<file path="config.mk">
export PLATFORM = sky130hd
export DESIGN_NAME = lfsr_interval_timer
export DESIGN_NICKNAME = d
export VERILOG_FILES = /design/src/rtl/lfsr_interval_timer.sv
export SDC_FILE = /design/constraint.sdc
export NUM_CORES = 1
export LEC_CHECK = 0
export CORE_ASPECT_RATIO = 1.1
export CORE_MARGIN = 3
export CORE_UTILIZATION = 38
export CTS_CLUSTER_DIAMETER = 80
export DETAILED_ROUTE_END_ITERATION = 10
export GPL_TIMING_DRIVEN = 0
export REMOVE_ABC_BUFFERS = 1
export SLEW_MARGIN = 30
export SYNTH_ARGS = -nofsm -noshare
export SYNTH_HDL_FRONTEND = slang
export SYNTH_SLANG_ARGS = --single-unit
export TNS_END_PERCENT = 100
</file>
<file path="constraint.sdc">
create_clock -name clk -period 5.1 [get_ports clk]
set_input_delay 1.02 -clock clk [delete_from_list [all_inputs] [get_ports clk]]
set_output_delay 1.02 -clock clk [all_outputs]
set_load 0.01 [all_outputs]
</file>
<file path="src/rtl/lfsr_interval_timer.sv">
// lfsr_interval_timer: Galois-LFSR base period cascaded with a programmable down-counter
module lfsr_interval_timer #(
  parameter int             W     = 16,
  parameter logic [W-1:0]   TAPS  = 16'h002D,
  parameter logic [W-1:0]   SEED  = 16'hFFFF,
  parameter logic [W-1:0]   TERM  = 16'h6DB6,
  parameter int             CNT_W = 8
) (
  input  logic             clk,
  input  logic             rst,
  input  logic             start_i,
  input  logic             stop_i,
  input  logic             pause_i,
  input  logic             mode_i,
  input  logic [CNT_W-1:0] count_i,
  output logic             tick_o,
  output logic             done_o,
  output logic             busy_o,
  output logic [CNT_W-1:0] remaining_o
);
  typedef enum logic {IDLE, RUN} state_t;
  state_t state_q, state_d;
  logic [W-1:0] lfsr_q, lfsr_d;
  logic [CNT_W-1:0] rem_q, rem_d, cnt_q, cnt_d;
  logic mode_q, mode_d, tick_q, tick_d, done_q, done_d;
  always_ff @(posedge clk) begin
    if (rst) begin
      state_q <= IDLE;
      lfsr_q  <= SEED;
      rem_q   <= '0;
      cnt_q   <= '0;
      mode_q  <= 1'b0;
      tick_q  <= 1'b0;
      done_q  <= 1'b0;
    end else begin
      state_q <= state_d;
      lfsr_q  <= lfsr_d;
      rem_q   <= rem_d;
      cnt_q   <= cnt_d;
      mode_q  <= mode_d;
      tick_q  <= tick_d;
      done_q  <= done_d;
    end
  end
  always_comb begin
    state_d = state_q;
    lfsr_d  = lfsr_q;
    rem_d   = rem_q;
    cnt_d   = cnt_q;
    mode_d  = mode_q;
    tick_d  = 1'b0;
    done_d  = 1'b0;
    if (state_q == IDLE) begin
      lfsr_d = SEED;
      if (start_i && count_i != '0) begin
        state_d = RUN;
        rem_d   = count_i;
        cnt_d   = count_i;
        mode_d  = mode_i;
      end else if (start_i) begin
        done_d = 1'b1;
      end
    end else if (stop_i) begin
      state_d = IDLE;
      lfsr_d  = SEED;
      rem_d   = '0;
    end else if (start_i) begin
      // a restart with a zero count behaves like a zero-count start from idle
      lfsr_d = SEED;
      rem_d  = count_i;
      if (count_i != '0) begin
        cnt_d  = count_i;
        mode_d = mode_i;
      end else begin
        state_d = IDLE;
        done_d  = 1'b1;
      end
    end else if (!pause_i) begin
      if (lfsr_q == TERM) begin
        lfsr_d = SEED;
        tick_d = 1'b1;
        rem_d  = rem_q - 1'b1;
        if (rem_q == CNT_W'(1)) begin
          done_d  = 1'b1;
          rem_d   = mode_q ? cnt_q : '0;
          state_d = mode_q ? RUN : IDLE;
        end
      end else begin
        lfsr_d = {lfsr_q[W-2:0], 1'b0} ^ (lfsr_q[W-1] ? TAPS : '0);
      end
    end
  end
  assign tick_o      = tick_q;
  assign done_o      = done_q;
  assign busy_o      = state_q == RUN;
  assign remaining_o = rem_q;
endmodule
</file>
==> results of run 1 <==
[metal layers]
layer  track usage  vias up  share of wire
li1              -      797              -
met1         0.225      715           0.54
met2         0.226       25           0.41
met3        0.0418        4          0.035
met4        0.0554        0          0.013
met5             0        -              0
[worst min-delay path by stage]
stage              from  endpoint  slack, ns
2_1_floorplan  cnt_q[0]  cnt_q[0]       0.43
3_3_place_gp   cnt_q[1]  cnt_q[1]       0.45
3_5_place_dp   cnt_q[1]  cnt_q[1]       0.45
4_1_cts        cnt_q[1]  cnt_q[1]       0.46
5_1_grt        cnt_q[1]  cnt_q[1]       0.49
6_report       cnt_q[1]  cnt_q[1]       0.46
[layout by cell type, fill, tap and decap left out, drive strengths merged, types with 5 or more instances in the layout]
cell type	instances
mux2	6
a21oi	15
nor2	9
xor2	5
clkdlybuf4s50	24
clkbuf	7
dfxtp	36
o21ai	6
nand2	36
mux2i	20
nand3	15
[power by group through the flow]
stage          combinational (mW)  clock [mW]  sequential [mW]
2_1_floorplan              0.0615           0            0.314
3_3_place_gp                0.107           0            0.315
3_5_place_dp                0.107           0            0.315
4_1_cts                     0.108       0.220            0.308
5_1_grt                     0.119       0.232            0.311
6_report                    0.107       0.211            0.309
[metrics by stage]
step | cells | utilization | instance area [um^2] | hold slack, ns | setup WS [ns]
finish | 289 | 0.471 | 2210 | 0.459 | 1.79
global route | 289 | 0.471 | 2210 | 0.489 | 1.53
CTS | 289 | 0.471 | 2210 | 0.461 | 1.79
detailed placement | 281 | 0.451 | 2110 | 0.451 | 1.51
global placement | 281 | 0.450 | 2110 | 0.446 | 1.05
floorplan | 201 | - | 1800 | 0.430 | 2.48
[sequential cells by signal, summed over array words and instances, names as in the netlist]
name	count
lfsr_q	16
cnt_q	8
remaining_o	8
busy_o	1
done_o	1
mode_q	1
tick_o	1
[area by class of cell]
class,count,area [um^2],area share
clock buffer,7,86.3,0.0391
clock inverter,1,7.51,0.00340
inverter,4,15.0,0.00680
multi-input combinational,161,1070,0.484
sequential,36,721,0.327
tap,56,70.1,0.0317
timing repair buffer,24,240,0.109
[tightest hold or removal path, cell delays in order, from the launching register on]
cell and delay, ns:
dfxtp_1 0.31, nand2_1 0.05, a21oi_1 0.05
[logic make-up (layout without fill, tap and decap cells)]
| group | Yosys count | in the layout | synth area share |
|---|---|---|---|
| simple gates | 90 | 90 | 0.251 |
| compound gates | 37 | 37 | 0.135 |
| flops | 36 | 36 | 0.388 |
| mux | 26 | 26 | 0.144 |
| buf+inv | 17 | 36 | 0.0404 |
| xor+xnor | 6 | 6 | 0.0283 |
| fa+ha+maj | 2 | 2 | 0.0135 |
==> results.yml, run 1 <==
synth:
  postSynthAreaPerCell_um2: 8.68
  synth_edf_count: 0
  synth_warnings: 0
  async_reset_ff_frac: 0
  ys_seq_area_frac: 0.388
  syn_area_mm2: 0.00186
  synth_area_leader_cell: "dfxtp_1"
  syn_inst: 214
  ys_seq_elements: 36
  yosysUniqueCellTypes: 50
  yosysTopAreaCellShare: 0.388
  synth_area_leaders: "dfxtp_1, mux2i_1, nand2_1"
  ys.flop_type: "dfxtp_1"
  ys_top_cells_by_count: "dfxtp_1, nand2_1, mux2i_1, a21oi_1, nand3_1"
floorplanning:
  core_mm2: 0.00468
  die-area_mm2: 0.00577
  ios: 25
  rows: 26
  die_h_um: 79.3
  die_x_um: 72.7
  start_util: 0.397
placed_design:
  dp.final_hpwl_mm: 2.90
  place.gp.congestion: 0.785
  portBuffers: 24
power:
  clockPowerShare: 0.336
  combPwrFrac: 0.171
  p_per_area_mw_per_mm2: 284
  p_seq_frac: 0.493
  power_mw: 0.627
  ir_worst_vdd_v: 0.000200
  swShare: 0.271
  p_int_mw: 0.457
  p_leak_nw: 0.822
  p_switching_mw: 0.170
setup_path:
  cp_max_fo: 13
  ff2ff_path_depth: 4
  cp.depth: 5
  required_ns: 5.24
  r2r_slack_ns: 2.66
  end_kind: "flip-flop"
  slowest_delay_ns: 0.74
  r2r-start: "busy_o"
  endpoint: "lfsr_q[10]"
  crit_family: "simple AND/OR/NAND/NOR gates"
  crit_path_start: "start_i"
  cp_slowest_cell: "nor3_2"
  cp.arrival_ns: 3.44
  worst-path-buf-inv: 1
  path_cells: "clkdlybuf4s50_1, nor2b_1, nand2b_1, nor3_2, nand2_1"
  crit_type: "input pin to flip-flop"
  reg2reg_to: "lfsr_q[10]"
  setup.worst_path.start_class: "input pin"
run_status:
  status: "finished clean"
job:
  maxCapViolCount: 0
routing:
  viasPerCell: 5.33
  routed_wl_mm: 4.07
  drc: 0
  drt-initial-drc-count: 126
  wire_per_inst_um: 14.1
  routed-via-count: 1541
  ant_nets: 0
  drt_first_pass_iters: 4
clock_network:
  cts_tree: "yes"
  clk_latency_ns: 0.29
  cts.sinks: 36
  hold_buffers: 0
  cts-root-buf: "clkbuf_8"
  postCtsResizedCells: 0
  clk_pin_slew_ns: 0.07
  post-cts-setup-buffers: 0
  clockBufferDepth: 2
  htreeDepth: 2
  cts_buffers: 5
min_path:
  hp-class: "flip-flop to flip-flop"
  holdPathStages: 2
cells_and_area:
  drive_above_1_share: 0.0687
  fin_nets: 248
  area_growth_pct: 18.8
  diodes: 0
  fillers: 494
global_route:
  grt_pass1_vias: 1518
  antenna_found_initial: 0
  grt-ovfl-total: 0
  globalRouteTotalUtil: 0.158
  grt_pass1_wl_mm: 7.19
  grt_max_degree: 22
sta:
  setup_viol: 0
  hold_viol: 0
  fin_setup_tns_ns: 0
  timing.final.crit_share: 0.648
  rsz0062_at_grt: "false"
  slew_violations: 0
  timing.fmax_mhz: 302
  fin_crit_ns: 3.31
  slew_headroom: 0.386
  worstMarginPinSlew_ns: 0.918
  fin_skew_ns: 0.00452
Note: power is estimated with default switching activity, not from simulation.
==> run 2: changes to the inputs <==
==> constraint.sdc (replaced) <==
create_clock -name clk -period 3.2 [get_ports clk]
set_input_delay 0.64 -clock clk [delete_from_list [all_inputs] [get_ports clk]]
set_output_delay 0.64 -clock clk [all_outputs]
set_load 0.01 [all_outputs]
==> results of run 2 <==
The final DEF is identical to that of run 1. Status: finished clean.
Among the figures that moved: setup slack after placement 1.51 ns -> -0.0149 ns; setup slack after layout 1.79 ns -> 0.274 ns; register-to-register setup slack 2.66 ns -> 0.76 ns; total power 0.627 mW -> 0.999 mW; worst IR drop on VDD 0.000200 V -> 0.000319 V
